--- config.mk ---
export PLATFORM = sky130hd
export DESIGN_NAME = airlock_sequencer
export DESIGN_NICKNAME = d
export VERILOG_FILES = /design/src/rtl/airlock_pkg.sv /design/src/rtl/step_timer.sv /design/src/rtl/airlock_sequencer.sv
export SDC_FILE = /design/constraint.sdc
export NUM_CORES = 1
export LEC_CHECK = 0
export BUFFER_PORTS_ARGS = -buffer_cell sky130_fd_sc_hd__buf_2
export CORE_ASPECT_RATIO = 0.6
export CORE_MARGIN = 5
export CORE_UTILIZATION = 45
export DETAILED_ROUTE_END_ITERATION = 6
export REMOVE_ABC_BUFFERS = 1
export SLEW_MARGIN = 20
export SYNTH_ARGS = -nofsm -noshare
export SYNTH_HDL_FRONTEND = slang
export SYNTH_SLANG_ARGS = --single-unit
--- constraint.sdc ---
create_clock -name clk -period 2.9 [get_ports clk]
set_input_delay 0.29 -clock clk [delete_from_list [all_inputs] [get_ports clk]]
set_output_delay 0.29 -clock clk [all_outputs]
set_load 0.005 [all_outputs]
--- src/rtl/airlock_pkg.sv ---
// Shared state encoding and defaults for the airlock sequencer.
// Bit 4 of the state code is the departure flag and bits 3:0 are the step number.
package airlock_pkg;

  localparam logic [15:0] TMO_DEFAULT = 16'd50000;

  // The 4-bit debug code is the step within a path (1..8). IDLE reads as 0
  // and FAULT reads as F. The dir output tells the arrival and departure paths apart.
  typedef enum logic [4:0] {
    IDLE       = 5'h00,
    A_FILL     = 5'h01,
    A_OPEN_O   = 5'h02,
    A_WAIT_IN  = 5'h03,
    A_CLOSE_O  = 5'h04,
    A_DRAIN    = 5'h05,
    A_OPEN_I   = 5'h06,
    A_WAIT_OUT = 5'h07,
    A_CLOSE_I  = 5'h08,
    FAULT      = 5'h0f,
    D_OPEN_I   = 5'h11,
    D_WAIT_IN  = 5'h12,
    D_CLOSE_I  = 5'h13,
    D_FILL     = 5'h14,
    D_OPEN_O   = 5'h15,
    D_WAIT_OUT = 5'h16,
    D_CLOSE_O  = 5'h17,
    D_DRAIN    = 5'h18
  } st_e;

  function automatic logic is_wait(input st_e s);
    return s inside {A_WAIT_IN, A_WAIT_OUT, D_WAIT_IN, D_WAIT_OUT};
  endfunction

endpackage

--- src/rtl/step_timer.sv ---
// Per-step cycle counter. It restarts on clr and saturates instead of wrapping.
// expired is high in the cycle where the count equals TMO-1.
module step_timer #(
  parameter logic [15:0] TMO = 16'd50000
) (
  input  logic clk,
  input  logic rst,
  input  logic clr,
  output logic expired
);

  logic [15:0] cnt;

  always_ff @(posedge clk or negedge rst) begin
    if (!rst)                 cnt <= '0;
    else if (clr)             cnt <= '0;
    else if (cnt != 16'hffff) cnt <= cnt + 16'd1;
  end

  assign expired = (cnt == TMO - 16'd1);

endmodule

--- src/rtl/airlock_sequencer.sv ---
// Moore sequencer for a flooding airlock. It handles arrival and departure paths.
// A per-step timeout and a level-sensor contradiction both lead to a sticky FAULT.
module airlock_sequencer
  import airlock_pkg::*;
#(
  parameter logic [15:0] TMO = TMO_DEFAULT
) (
  input  logic       clk,
  input  logic       rst,
  input  logic       appr,
  input  logic       dprt,
  input  logic       pres,
  input  logic       od_closed,
  input  logic       id_closed,
  input  logic       lvl_hi,
  input  logic       lvl_lo,
  output logic       DO,
  output logic       DI,
  output logic       fill,
  output logic       empty,
  output logic       busy,
  output logic       dir,
  output logic       fault,
  output logic [3:0] state
);

  st_e  st, nxt, tgt;
  logic ex, expired;

  step_timer #(.TMO(TMO)) u_tmr (
    .clk     (clk),
    .rst     (rst),
    .clr     (nxt != st),
    .expired (expired)
  );

  always_ff @(posedge clk or negedge rst) begin
    if (!rst) begin
      st  <= IDLE;
      dir <= 1'b0;
    end else begin
      st <= nxt;
      if (st == IDLE && nxt != IDLE) dir <= (nxt == D_OPEN_I);
    end
  end

  always_comb begin
    ex  = 1'b0;
    tgt = st;
    nxt = st;
    case (st)
      A_FILL:     begin ex = lvl_hi;     tgt = A_OPEN_O;   end
      A_OPEN_O:   begin ex = ~od_closed; tgt = A_WAIT_IN;  end
      A_WAIT_IN:  begin ex = pres;       tgt = A_CLOSE_O;  end
      A_CLOSE_O:  begin ex = od_closed;  tgt = A_DRAIN;    end
      A_DRAIN:    begin ex = lvl_lo;     tgt = A_OPEN_I;   end
      A_OPEN_I:   begin ex = ~id_closed; tgt = A_WAIT_OUT; end
      A_WAIT_OUT: begin ex = ~pres;      tgt = A_CLOSE_I;  end
      A_CLOSE_I:  begin ex = id_closed;  tgt = IDLE;       end
      D_OPEN_I:   begin ex = ~id_closed; tgt = D_WAIT_IN;  end
      D_WAIT_IN:  begin ex = pres;       tgt = D_CLOSE_I;  end
      D_CLOSE_I:  begin ex = id_closed;  tgt = D_FILL;     end
      D_FILL:     begin ex = lvl_hi;     tgt = D_OPEN_O;   end
      D_OPEN_O:   begin ex = ~od_closed; tgt = D_WAIT_OUT; end
      D_WAIT_OUT: begin ex = ~pres;      tgt = D_CLOSE_O;  end
      D_CLOSE_O:  begin ex = od_closed;  tgt = D_DRAIN;    end
      D_DRAIN:    begin ex = lvl_lo;     tgt = IDLE;       end
      default:    ;
    endcase
    if (st == IDLE) begin
      if (dprt)      nxt = D_OPEN_I;
      else if (appr) nxt = A_FILL;
    end else if (st != FAULT) begin
      // Priority: a broken level sensor first, then progress, then the timeout.
      if (lvl_hi && lvl_lo)              nxt = FAULT;
      else if (ex)                       nxt = tgt;
      else if (expired && !is_wait(st)) nxt = FAULT;
    end
  end

  assign DO    = st inside {A_OPEN_O, A_WAIT_IN, D_OPEN_O, D_WAIT_OUT};
  assign DI    = st inside {A_OPEN_I, A_WAIT_OUT, D_OPEN_I, D_WAIT_IN};
  assign fill  = st inside {A_FILL, D_FILL};
  assign empty = st inside {A_DRAIN, D_DRAIN};
  assign busy  = (st != IDLE) && (st != FAULT);
  assign fault = (st == FAULT);
  assign state = st[3:0];

endmodule

# Yosys cells after proc, flatten, opt, wreduce, memory -nomap -nowiden
# Cells that the tools add are included.
[word_totals] register_bits=22 out_inout_bits=11 elab_cells=63 input_bits=9
[classes] eq_ne=22 add_sub_neg=1 mux=11 n_bitwise=3 n_reduce_logical=23
[ops] op="5-bit case mux with 15 select lines" n=1
[ops] op="5-bit equality test, second input constant" n=9
[ops] op="5-bit 2-to-1 mux" n=7
[ops] op="16-bit 2-to-1 mux" n=2
[ops] op="5-bit by 3-bit equality test with 1-bit output, second input constant" n=4
[ops] op="2-bit OR reduction" n=9
[ops] op="16-bit by 1-bit adder with 16-bit output, second input constant" n=1
[ops] op="16-bit equality test, second input constant" n=1
[ops] op="16-bit != test, second input constant" n=1
[ops] op="4-bit nonzero test" n=3
[ops] op="5-bit by 2-bit equality test with 1-bit output, second input constant" n=2
[ops] op="5-bit by 4-bit equality test with 1-bit output, second input constant" n=2
[ops] op="5-bit nonzero test" n=2
[ops] op="1-bit case mux with 8 select lines" n=1
[ops] op="2-bit nonzero test" n=3
[ops] op="5-bit by 1-bit equality test with 1-bit output, second input constant" n=1
[ops] op="5-bit zero test" n=1
[ops] op="5-bit by 4-bit != test with 1-bit output, second input constant" n=1
[ops] op="5-bit != test" n=1
[ops] op="1-bit logical AND" n=4
[ops] op="1-bit NOT" n=3
[ops] op="1-bit zero test" n=1

# Logic depth before layout (Yosys ltp)
[depth] word_depth=11 mapped_depth=10 depth_no_buf=8

# Hierarchy
# Synthesis repeated with hierarchy kept, for this count alone.
[hier_totals] cells_unflattened=216 hier_area_um2=1831.8
[by_module_without_submodules] mod="step_timer" area_each_um2=954.7 seq_area_each_um2=400.4 cells_each=106 instances=1
[by_module_without_submodules] mod="airlock_sequencer" area_each_um2=877.1 seq_area_each_um2=150.1 cells_each=110 instances=1

# Least setup slack after synthesis
# Ideal clock, no wire load.
[synth_path] path_kind="flip-flop to flip-flop" startpoint="register st[2]" endpoint="register u_tmr.cnt[10]" synth_period_minus_slack_ns=2.547 setup_slack_ns=0.353 n_path_buf=2 stages_incl_launch_ff=10 t_arrival_ns=2.452 cell_sequence="dfrtp_1 -> buf_6 -> or3b_1 -> a211oi_2 -> a22o_4 -> nor3_4 -> or4_4 -> o221a_4 -> buf_6 -> nor4_2"
[synth_between] elab_chain_cells=11 word_cells_on_any_way=42
[synth_rtl] element="from (decl)" line="airlock_sequencer.sv:27" source="st_e st, nxt, tgt;"
[synth_rtl] element="from (signal assigned)" line="airlock_sequencer.sv:42" source="st <= nxt;"
[synth_rtl] element="5-bit by 2-bit equality test with 1-bit output (tied with other cells)" line="airlock_pkg.sv:31, airlock_sequencer.sv:51"
[synth_rtl] element="4-bit nonzero test" line="airlock_pkg.sv:31" source="return s inside {A_WAIT_IN, A_WAIT_OUT, D_WAIT_IN, D_WAIT_OUT};"
[synth_rtl] element="1-bit zero test" line="airlock_sequencer.sv:77" source="else if (expired && !is_wait(st)) nxt = FAULT;"
[synth_rtl] element="1-bit logical AND" line="airlock_sequencer.sv:77"
[synth_rtl] element="5-bit 2-to-1 mux" line="airlock_sequencer.sv:77"
[synth_rtl] element="5-bit 2-to-1 mux" line="airlock_sequencer.sv:76" source="else if (ex) nxt = tgt;"
[synth_rtl] element="5-bit 2-to-1 mux" line="airlock_sequencer.sv:75" source="if (lvl_hi && lvl_lo) nxt = FAULT;"
[synth_rtl] element="5-bit 2-to-1 mux" line="airlock_sequencer.sv:73" source="end else if (st != FAULT) begin"
[synth_rtl] element="5-bit 2-to-1 mux" line="airlock_sequencer.sv:70" source="if (st == IDLE) begin"
[synth_rtl] element="5-bit != test (*)" line="airlock_sequencer.sv:33" source=".clr (nxt != st),"
[synth_rtl] element="16-bit 2-to-1 mux or 2-bit nonzero test (tied branches)"
[synth_rtl] element="to (signal assigned)" line="step_timer.sv:17" source="else if (cnt != 16'hffff) cnt <= cnt + 16'd1;"
[synth_rtl] element="to (decl)" line="step_timer.sv:12" source="logic [15:0] cnt;"
# Every way passes the cells marked *; elsewhere a longest branch is shown, timed or not.
# A chain may end at the register's enable or synchronous reset.

# Worst setup path in the final report
[layout_path] startpoint="register st[2]" endpoint="register u_tmr.cnt[6]"
# Same word-level chain as after synthesis.

==> impl_results.md <==
- Iter 0 DRT Violations: 156
- Crit-path max FO: 16
- Leading area contributor after synthesis: dfrtp_1
- Post-synth EDFFs: 0
- Placed instance area: 1990 um2
- Number of I/O port buffers: 19
- # nets final: 233
- Clk Latency, worst-skew pair: 260 ps
- CP max stage delay: 480 ps
- Max Root-Sink Buffers: 2
- All-Layer GR Usage: 18.5%
- Async SR Flop Fraction: 100%
- YS warnings: 0
- Rows: 17
- RSZ-0062 raised after global routing: no
- Ant diodes: 0
- Hold Buf Count CTS: 0
- Critical path cell sequence: or3b_1 > a211oi_2 > a22o_4 > nor3_4 > buf_4 > or4_4 > o221a_4 > nor4_2
- Sequential-to-total area share from yosys stat: 30.2%
- Top_reg_cell synth: dfrtp_1
- Post-synth cell types: 57
- Area growth syn-to-layout: 13.0%
- Power Dens Cells: 410 nW/um2
- Initial Util: 48.1%
- Synthesized area per cell: 9.16 um2
- Worst-case reg-to-reg path depth: 8
- Global-route wire length before repair: 8.09 mm
- CTS buffer count: 3
- Status: finished, violations left
- CP Class: reg -> reg
- Die area: 5470 um2
- Min cycle time layout: 2780 ps
- Max stage delay cell, worst path: or4_4
- Cell with the most instances after synthesis: dfrtp_1
- I/O pins: 20
- CTS tree: yes
- Syn Std Cell Area: 1820 um2
- Peak supply drop: 264 uV
- Fin. max-slew vios: 0
- Slew Limit Headroom: 50.7%
- Synth top cells by count: 22 x dfrtp_1, 17 x nand2_1, 12 x nor2_1
- Syn Inst Count: 199
- Post-CTS Setup Bufs: 0
- Failing checks: hold timing
- Startpoint type of the worst setup path: flop
- ANT nets after route: 0
- Synth top area share: 30.2%
- Data arrival, critical path: 2950 ps
- Final instance area: 2060 um2
- Detailed Routing Iterations Pass 1: 5
- Root buffer cell: clkbuf_8
- Routed WL per cell: 18.0 um
- GP Congestion: 0.974
- Critical Path RT: 3070 ps
- FF-to-FF Start: st[2]
- Hold slack: -11.4 ps
- Highest Clock Rate: 360 MHz
- Vias per cell: 6.39
- Layout cells sized above 1: 28.4%
- Worst-Margin Slew: 739 ps
- Yosys reg bits: 22
- Synth area leaders: dfrtp_1 30%, nor4_2 7.5%, xor2_1 4.8%
- Leakage: 0.842 nW
- Detailed placer's ending HPWL: 3.66 mm
- Vias in the first global route: 1,582
- Max Cap Violations: 0
- Clock-pin slew on the worst setup and hold paths: 80 ps
- Final wirelength: 4.85 mm
- Clock Skews: 8.21 ps
- H-tree depth: 1
- R2r endpoint: u_tmr.cnt[6]
- CTS Sinks: 22
- DIE WIDTH: 92.2 um
- Tcrit/Tclk final: 95.9%
- Die height: 59.3 um
- Remaining Overflow, GRT: 0
- Largest net degree at the start of global routing: 23
- Setup violators final: 0
- Critical path endpoint category: flop
- Initial antenna violation count: 0
- Via count: 1,720
- DRC viols: 0
- Hold Crit Class: in -> async
- Final Hold Vio Count: 22
- CORE AREA: 3790 um2
- R2R setup slack: 120 ps
[registers in the layout (all words and copies together), names as in the netlist]
name,cells
u_tmr.cnt,16
st,5
dir,1
[through the flow]
step | total power, mW | cells | utilization [%] | setup WS (ps) | TNS, ps
global placement | 0.617 | 264 | 52.6 | 99.6 | 0
CTS | 0.852 | 268 | 54.1 | 2.55 | 0
floorplan | 0.558 | 182 | - | -86.2 | -1030
finish | 0.845 | 269 | 54.4 | 120 | 0
detailed placement | 0.628 | 264 | 52.6 | -44.5 | -302
global route | 0.907 | 269 | 54.4 | 1.26 | 0
[worst max path at each step]
stage                    endpoint  slack (ps)  startpoint
CTS                 u_tmr.cnt[14]           3       st[0]
detailed placement  u_tmr.cnt[14]         -40       st[0]
finish               u_tmr.cnt[6]         120       st[2]
floorplan            u_tmr.cnt[0]         -90       st[0]
global route         u_tmr.cnt[0]           1       st[2]
global placement    u_tmr.cnt[14]         100       st[0]
[critical path, delay by kind of cell (launching register included)]
| kind | cells | cell delay (ps) |
|---|---|---|
| AND/OR/NAND/NOR | 4 | 1250 |
| buffers and inverters | 1 | 160 |
| AO/OA/AOI/OAI | 3 | 830 |
| flip-flops | 1 | 470 |
[report_power, final]
group          switching (mW)  internal [mW]
logic                   0.105         0.0923
clock network          0.0993          0.121
registers              0.0631          0.364
total                   0.268          0.577
[placed cells by master (no fill, tap or decap), drive strengths merged, types with 2 or more instances in the layout]
cell type / instances
nor3: 8
nand4bb: 2
nor4: 19
mux2i: 2
nor4b: 2
a22oi: 2
dfrtp: 22
nand3b: 3
a22o: 2
nor2: 12
nand2b: 2
buf: 36
and3: 5
nand4: 7
xnor2: 5
a211oi: 2
nand2: 17
a31oi: 3
nor2b: 2
or3b: 2
inv: 2
nand3: 8
o32ai: 2
clkbuf: 4
nor3b: 2
and2: 4
o21ai: 8
a311oi: 2
a21oi: 7
xor2: 10
[kinds of logic after synthesis]
kind of cell               share of synthesized area (%)
AOI/OAI and AO/OA                                   18.5
and+or+nand+nor                                     35.6
xor gates and xnor gates                            7.21
muxes                                               1.72
adders and majority gates                          0.686
DFF                                                 30.2
buffers and inverters                               6.18
[layout make-up]
type	instances	area [um2]
clock buffer	4	55.1
inverter	2	7.51
fill	353	1730
sequential	22	553
multi-input combinational	158	1160
tap	47	58.8
timing repair buffer	36	226
[repair_timing]
| action | 4_1_cts | 5_1_grt |
|---|---|---|
| endpoints found under the setup margin | 15 | 10 |
| hold endpoints to repair | 0 | 0 |
| resized for setup | 0 | 2 |
| pin swaps | 1 | 0 |
[metal layers]
layer	GRT usage (%)	vias up	routed length (um)
li1	-	801	-
met2	25.5	80	1930
met5	0	-	0
met1	29.7	839	2510
met4	1.48	0	0
met3	4.06	0	406
(Power assumes the default switching activity.)
